[src/rtl/nn_pkg.sv]
// Shared definitions for the fixed-point neural-network pipeline stages.
// Holds datapath widths, the controller state type and the output clamp.
package nn_pkg;

    localparam int DATA_W    = 16;
    localparam int ACC_W     = 40;
    localparam int FRAC_BITS = 8;

    localparam logic signed [ACC_W-1:0] Q_MAX = ACC_W'(32767);

    typedef enum logic [2:0] {
        ST_IDLE,
        ST_LOAD_X,
        ST_MAC,
        ST_EMIT,
        ST_DONE
    } state_t;

    // Rescale, saturate and rectify; the negative clamp and ReLU collapse to zero.
    function automatic logic [DATA_W-1:0] sat_relu(input logic signed [ACC_W-1:0] acc,
                                                   input int unsigned frac);
        logic signed [ACC_W-1:0] s;
        s = acc >>> frac;
        if (s[ACC_W-1])
            return '0;
        else if (s > Q_MAX)
            return 16'h7FFF;
        else
            return s[DATA_W-1:0];
    endfunction

endpackage

[src/rtl/mac_lane.sv]
// One multiply-accumulate lane: 16x16 signed products summed into a 40-bit
// accumulator, with a rescaled/saturated/rectified output register.
module mac_lane
    import nn_pkg::*;
#(
    parameter int FRAC_BITS = 8
) (
    input  logic                     clock,
    input  logic                     clear_n,
    input  logic                     acc_en,
    input  logic                     last,
    input  logic                     clr,
    input  logic signed [DATA_W-1:0] x,
    input  logic signed [DATA_W-1:0] w,
    output logic        [DATA_W-1:0] z
);

    logic signed [2*DATA_W-1:0] prod;
    logic signed [ACC_W-1:0]    acc;
    logic signed [ACC_W-1:0]    sum;

    assign prod = x * w;
    assign sum  = acc + $signed({{(ACC_W-2*DATA_W){prod[2*DATA_W-1]}}, prod});

    // z is captured from the final sum so it is already valid during the EMIT strobe.
    always_ff @(posedge clock or negedge clear_n) begin
        if (!clear_n) begin
            acc <= '0;
            z   <= '0;
        end else if (clr) begin
            acc <= '0;
        end else if (acc_en) begin
            acc <= sum;
            if (last)
                z <= sat_relu(sum, FRAC_BITS);
        end
    end

endmodule

[src/rtl/first_stage.sv]
// Hidden-layer stage: z = ReLU(W*x) in Q8.8, four neurons computed in parallel.
// Caches x, streams 4-lane weight words through the MAC lanes, strobes each row.
module first_stage
    import nn_pkg::*;
#(
    parameter int N_IN      = 16,
    parameter int N_ROWS    = 16,
    parameter int FRAC_BITS = 8
) (
    input  logic                clock,
    input  logic                clear_n,
    input  logic                en,
    input  logic                start,
    input  logic [DATA_W-1:0]   x_element,
    input  logic                x_element_ready,
    output logic                w_element_requested,
    input  logic                w_element_ready,
    input  logic [4*DATA_W-1:0] w_elements,
    output logic [DATA_W-1:0]   z0_element,
    output logic [DATA_W-1:0]   z1_element,
    output logic [DATA_W-1:0]   z2_element,
    output logic [DATA_W-1:0]   z3_element,
    output logic                z0_element_ready,
    output logic                z1_element_ready,
    output logic                z2_element_ready,
    output logic                z3_element_ready,
    output logic                busy,
    output logic                finished
);

    localparam int CW = (N_IN   > 1) ? $clog2(N_IN)   : 1;
    localparam int RW = (N_ROWS > 1) ? $clog2(N_ROWS) : 1;

    state_t state, state_nx;

    logic [CW-1:0]            x_cnt;
    logic [CW-1:0]            col;
    logic [RW-1:0]            row;
    logic signed [DATA_W-1:0] x_cache [N_IN];
    logic [DATA_W-1:0]        z_bus   [4];

    logic x_take, w_take, emit_go;
    logic last_x, last_col, last_row;

    assign x_take              = en && (state == ST_LOAD_X) && x_element_ready;
    assign w_element_requested = en && (state == ST_MAC);
    assign w_take              = w_element_requested && w_element_ready;
    assign emit_go             = en && (state == ST_EMIT);

    assign last_x   = (x_cnt == CW'(N_IN - 1));
    assign last_col = (col   == CW'(N_IN - 1));
    assign last_row = (row   == RW'(N_ROWS - 1));

    always_comb begin
        state_nx = state;
        if (en) begin
            case (state)
                ST_IDLE,
                ST_DONE:   if (start) state_nx = ST_LOAD_X;
                ST_LOAD_X: if (x_take && last_x) state_nx = ST_MAC;
                ST_MAC:    if (w_take && last_col) state_nx = ST_EMIT;
                ST_EMIT:   state_nx = last_row ? ST_DONE : ST_MAC;
                default:   state_nx = ST_IDLE;
            endcase
        end
    end

    always_ff @(posedge clock or negedge clear_n) begin
        if (!clear_n) begin
            state <= ST_IDLE;
            x_cnt <= '0;
            col   <= '0;
            row   <= '0;
        end else begin
            state <= state_nx;
            if (x_take)
                x_cnt <= last_x ? '0 : x_cnt + 1'b1;
            if (w_take)
                col <= last_col ? '0 : col + 1'b1;
            if (emit_go)
                row <= last_row ? '0 : row + 1'b1;
        end
    end

    always_ff @(posedge clock) begin
        if (x_take)
            x_cache[x_cnt] <= x_element;
    end

    for (genvar k = 0; k < 4; k++) begin : g_lane
        mac_lane #(
            .FRAC_BITS (FRAC_BITS)
        ) u_lane (
            .clock   (clock),
            .clear_n (clear_n),
            .acc_en  (w_take),
            .last    (last_col),
            .clr     (emit_go),
            .x       (x_cache[col]),
            .w       (w_elements[DATA_W*k +: DATA_W]),
            .z       (z_bus[k])
        );
    end

    assign z0_element = z_bus[0];
    assign z1_element = z_bus[1];
    assign z2_element = z_bus[2];
    assign z3_element = z_bus[3];

    assign z0_element_ready = (state == ST_EMIT);
    assign z1_element_ready = (state == ST_EMIT);
    assign z2_element_ready = (state == ST_EMIT);
    assign z3_element_ready = (state == ST_EMIT);

    assign busy     = (state == ST_LOAD_X) || (state == ST_MAC) || (state == ST_EMIT);
    assign finished = (state == ST_DONE);

endmodule
[config.mk]
export PLATFORM = sky130hd
export DESIGN_NAME = first_stage
export DESIGN_NICKNAME = d
export VERILOG_FILES = /design/src/rtl/nn_pkg.sv /design/src/rtl/mac_lane.sv /design/src/rtl/first_stage.sv
export SDC_FILE = /design/constraint.sdc
export NUM_CORES = 2
export LEC_CHECK = 0
export ABC_CLOCK_PERIOD_IN_PS = 15100
export CORE_AREA = 8 8 354 356
export DETAILED_ROUTE_END_ITERATION = 12
export DIE_AREA = 0 0 362 364
export GPL_ROUTABILITY_DRIVEN = 0
export PLACE_DENSITY = 0.78
export SYNTH_ARGS = -nofsm -noshare
export SYNTH_HDL_FRONTEND = slang
export SYNTH_HIERARCHICAL = 1
export SYNTH_SLANG_ARGS = --single-unit
[constraint.sdc]
create_clock -name clock -period 15.1 [get_ports clock]
set_clock_uncertainty 0.2 [all_clocks]
set_input_delay 2.265 -clock clock [delete_from_list [all_inputs] [get_ports clock]]
set_output_delay 2.265 -clock clock [all_outputs]
set_load 0.02 [all_outputs]
Word level (Yosys, flattened, before mapping) --
Memory sizes are Yosys's and may differ from the RTL's. Index checks and enable logic that the tools add are counted. W data, S select, Z words.
Word-level totals: RAM bits 256, memories 1, output and inout bits 71, word-level logic and storage cells 79, flip-flop bits (word level) 239, bits of input ports 86
Memory list:
- x_cache | words 16, bits a word 16, read ports 1, clocked after memory_dff 0, write ports 1, line first_stage.sv:39 | logic signed [DATA_W-1:0] x_cache [N_IN];
Operators by class: multipliers 4, reduce and logical (&&, ||, !) cells 14, equality and inequality tests 10, bitwise logic cells 1, magnitude comparators 4, multiplexer cells 26, add/sub/neg operators 7
Operator list (count):
- $mux W40 | 8
- $add A40 B32 Y40 | 4
- $gt A32 B16 Y1 const B | 4
- $mul A16 B16 Y32 | 4
- $mux W16 | 8
- $add A4 B1 Y4 const B | 3
- $eq A4 B4 Y1 const B | 3
- $mux W3 | 4
- $mux W4 | 3
- $pmux W3 S4 | 1
- $logic_and A1 B1 Y1 | 7
- $eq A3 B2 Y1 const B | 2
- $ne A2 B1 Y1 const B | 2
- $reduce_and A4 Y1 | 1
- $eq A3 B1 Y1 const B | 1
- $eq A3 B3 Y1 const B | 1
- $logic_not A3 Y1 | 1
- $reduce_and A3 Y1 | 1
- $logic_or A1 B1 Y1 | 2
- $mux W1 | 2
- $ne A2 B2 Y1 const B | 1
- $reduce_bool A2 Y1 | 1
- $reduce_or A2 Y1 | 1
- $not A1 Y1 | 1

Longest topological paths before layout --
word-level depth 6, gate-level depth with buffers 35, mapped depth without buffers 28

Cells and area by module --
The synthesis kept the hierarchy.
Modules (own cells, without submodules):
- mac_lane at g_lane[1].u_lane ... | cells each 1662, area each 15260.9 µm², times used 2, seq. area each 1401.3 µm²
- mac_lane at g_lane[0].u_lane | cells each 1625, area each 15179.6 µm², times used 1, seq. area each 1401.3 µm²
- mac_lane at g_lane[3].u_lane | cells each 1607, area each 14920.6 µm², times used 1, seq. area each 1401.3 µm²
- first_stage | cells each 502, area each 10656.5 µm², times used 1, seq. area each 8062.7 µm²

Worst setup path after synthesis --
Ideal clock, no wire load.
path type input-to-reg, start input port w_elements[49], end register g_lane[3].u_lane.z[11], setup time 0.135 ns, data arrival time 8.881 ns, setup slack 5.884 ns, buffers on the path 2, required time 14.765 ns, stages 25, cell sequence clkbuf_1 nand2_1 inv_1 fa_1 fa_1 inv_1 fa_1 inv_1 fa_1 fa_1 inv_1 fa_1 inv_1 ha_1 a21oi_2 a21boi_1 o21ai_1 a31oi_1 or2_1 o41ai_1 a32oi_1 or4_1 nor4_4 buf_6 a211oi_2
Between the ends: word-level cells in the longest chain between the ends 5
Ends and longest elaborated chain:
- start, declared | line first_stage.sv:18 | input logic [4*DATA_W-1:0] w_elements,
- $mul A16 B16 Y32 * | line mac_lane.sv:22 | assign prod = x * w;
- $add A40 B32 Y40 * | line mac_lane.sv:23 | assign sum = acc + $signed({{(ACC_W-2*DATA_W){prod[2*DATA_W-1]}}, prod});
- $gt A32 B16 Y1 | line nn_pkg.sv:26 | else if (s > Q_MAX)
- $mux W16 | line nn_pkg.sv:26
- $mux W16 * | line nn_pkg.sv:24 | if (s[ACC_W-1])
- end signal, assigned | line mac_lane.sv:35 | z <= sat_relu(sum, FRAC_BITS);
- end, declared | line mac_lane.sv:15 | output logic [DATA_W-1:0] z
Mark *: on every way between the ends. The rest lies on a longest branch, timed or not. A chain may end at the register's enable or synchronous reset.

Final worst setup path --
start register col[0], end register g_lane[3].u_lane.z[1]
Between the ends: word-level cells in the longest chain between the ends 6, elaborated cells between the ends (all ways) 8, classes of those cells add/sub (1); mul (1); order compare (1); eq/ne (1); mux (2); reduce/logical (1); memory (1)
Ends and longest elaborated chain:
- start, declared | line first_stage.sv:37 | logic [CW-1:0] col;
- start signal, assigned | line first_stage.sv:79 | col <= last_col ? '0 : col + 1'b1;
- $mem_v2 Z16 W16
- $mul A16 B16 Y32 | line mac_lane.sv:22
- $add A40 B32 Y40 | line mac_lane.sv:23
- $gt A32 B16 Y1 | line nn_pkg.sv:26
- $mux W16 | line nn_pkg.sv:26
- $mux W16 | line nn_pkg.sv:24
Parallel ways exist; a longest one is shown, timed or not.

==> impl_metrics.csv <==
group,metric,value,unit
global_route,grt_pass1_wl,291,mm
detailed_routing,wire_per_inst,20.0,µm
cts,cts_max_level,2,
sta,slew_violations,0,
detailed_routing,drtIter0Drc,3555,
finish,multiInputGateArea,50400,µm²
yosys,ys_warn_count,6,
cts,cts_tree,"built",
setup_path,cp_common_cell,"fa_1",
sta,period_minus_slack,11.16,ns
cts,hold_buffers,0,
cts,cts_inserted_buffers,54,
place,dpl_cell_area,74200,µm²
setup_path,crit_type,"reg2reg",
yosys,synth_top_flop_cell,"edfxtp_1",
detailed_routing,wl,174,mm
cts,cts.path.max_buffers,3,
global_route,grt.met2_usage,0.467,
floorplan,dieArea,132000,µm²
floorplan,num_rows,127,
sta,finalSetupTns,0,ns
setup_path,cp_slowest_stage_delay,0.80,ns
yosys,ys_seq_area_frac,0.192,
run_status,outcome,"finished, final reports clean",
finish,fillers,9299,
cts,cts_sinks,495,
yosys,async_flop_share,0.483,
place,port_buffers,156,
setup_path,crit_required,15.42,ns
yosys,synth-seq-cells,495,
sta,setup_viol,0,
cts,clk_latency,0.68,ns
finish,mostFrequentLayoutCell,"inv_1",
setup_path,start_kind,"register",
cts,cts_setup_buffers,0,
setup_path,crit_slowest_cell,"nor4_4",
global_route,grt.total_usage,0.273,
floorplan,floorplan.initialDensity,0.597,
hold_path,hp-class,"reg2reg",
setup_path,crit_path_end_kind,"register",
floorplan,boundaryPins,157,
run,max_cap_violations,0,
sta,rsz0062_at_grt,"no",
yosys,syn-num-nets,8930,
floorplan,die_h,364,µm
floorplan,die_w,362,µm
setup_path,cp_max_fo,54,
finish,final_cell_area,76100,µm²
global_route,first_global_vias,55500,
finish,final-instance-count-excl-fill,8730,
place,dp_cells,8620,
global_route,grt_max_degree,92,
global_route,use_met1,0.345,
sta,hold_violations,0,
detailed_routing,drt_pass1_iterations,8,
yosys,synth-edff-count,256,
finish,syn_to_final_growth,6.82,%
global_route,grt.overflow.total,0,
cts,clk_pin_slew,0.07,ns
sta,slew_headroom,0.184,
global_route,antenna_found_initial,11,
global_route,top_usage_layer,"met2",
setup_path,critPathArrivalTime,11.48,ns
detailed_routing,vias_per_cell,5.74,
yosys,ys_types,109,
detailed_routing,vias,50200,
sta,worst_pin_slew,1.22,ns
sta,holdWs,0.289,ns
floorplan,coreArea,119000,µm²
detailed_routing,drtAntennaViolNets,0,
global_route,grt_use_met3,0.0449,
yosys,synth_cells,7058,
sta,max_freq,0.0896,GHz
cts,cts-root-buf,"clkbuf_16",
yosys,avgSynthCellArea,10.1,µm²
finish,nets,8936,
cts,cts_resized,0,
finish,most-common-layout-cells,"1618 x inv_1, 1319 x fa_1, 657 x nand2_1, 521 x and2_1, 466 x ha_1",
finish,register_area,13700,µm²
detailed_routing,route.detailed.drc,0,
place,place_hpwl,134,mm
sta,timing.final.crit_share,0.739,
yosys,synthesis.area,71300,µm²
finish,drive_gt1_frac,0.0470,
## state kept, by name, summed over array words and instances (netlist names)
| name | cells |
|---|---|
| state | 3 |
| g_lane.u_lane/z | 64 |
| x_cache | 256 |
| g_lane.u_lane/acc | 160 |
| row | 4 |
| col | 4 |
| x_cnt | 4 |
## worst max-delay path: cells and delay by family, from the launching register on
family	cells	cell delay, ns
AO/OA/AOI/OAI	8	1.79
multiplexers	1	0.65
AND/OR/NAND/NOR	5	2.08
buffers and inverters	7	1.68
adder cells (fa/ha/maj)	7	3.82
flip-flops	1	0.70
## layer usage
metal	wire [µm]	vias up
met2	86500	2053
met1	66700	25700
met4	8580	6
li1	-	21900
met5	39	-
met3	12600	502
## area by class of cell
| class | instances | share of cell area |
|---|---|---|
| multi-input cells | 4684 | 0.662 |
| repair buffers | 210 | 0.0261 |
| clock inverters | 37 | 0.00667 |
| inverters | 1619 | 0.0798 |
| well taps | 1612 | 0.0265 |
| clock buffers | 64 | 0.0190 |
| diodes | 9 | 0.000296 |
| flip-flops and latches | 495 | 0.180 |
## cell families after synthesis
| family | Yosys count | share of synthesized area |
|---|---|---|
| and+or+nand+nor | 1909 | 0.134 |
| buffers and inverters | 1879 | 0.102 |
| adders and majority gates | 1786 | 0.453 |
| AOI/OAI and AO/OA | 681 | 0.0672 |
| DFF | 495 | 0.192 |
| muxes | 176 | 0.0366 |
| xor gates and xnor gates | 132 | 0.0163 |
## worst paths after layout
kind / from / endpoint / slack (ns) / cells past startpoint
worst max-delay path: col[0]$_DFFE_PN0P_ / g_lane[3].u_lane/z[1]$_DFFE_PN0P_ / 3.94 / 28
worst min-delay path: g_lane[1].u_lane/z[15]$_DFFE_PN0P_ / g_lane[1].u_lane/z[15]$_DFFE_PN0P_ / 0.29 / 1
worst max register to register: col[0]$_DFFE_PN0P_ / g_lane[3].u_lane/z[1]$_DFFE_PN0P_ / 3.94 / 28
worst min register to register: g_lane[1].u_lane/z[15]$_DFFE_PN0P_ / g_lane[1].u_lane/z[15]$_DFFE_PN0P_ / 0.29 / 1
max in group asynchronous: clear_n / col[1]$_DFFE_PN0P_ / 11.91 / 2
min in group asynchronous: clear_n / g_lane[1].u_lane/acc[34]$_DFFE_PN0P_ / 1.30 / 1
## cells in the mapped netlist, types with 47 or more instances
cell	n	area share
a21o_1	47	0.0050
a21oi_1	172	0.012
and2_1	522	0.046
clkbuf_1	184	0.0097
dfrtp_1	239	0.084
edfxtp_1	256	0.11
fa_1	1320	0.37
ha_1	466	0.082
inv_1	1618	0.085
mux2i_1	103	0.014
mux4_2	57	0.018
nand2_1	673	0.035
nand2b_1	50	0.0044
nand3_1	86	0.0060
nor2_1	316	0.017
nor3_1	51	0.0036
o21ai_0	82	0.0058
xnor2_1	91	0.011
## through the flow
| step | utilization | worst slack, ns |
|---|---|---|
| 4_1_cts | 0.638 | 3.97 |
| 3_5_place_dp | 0.621 | 4.05 |
| 5_1_grt | 0.638 | 3.38 |
| 2_1_floorplan | - | 5.88 |
| 6_report | 0.638 | 3.94 |
| 3_3_place_gp | 0.621 | 4.36 |
Power is not shown: default switching activity piles up to over one toggle a cycle in this logic, so the estimate is an artifact.
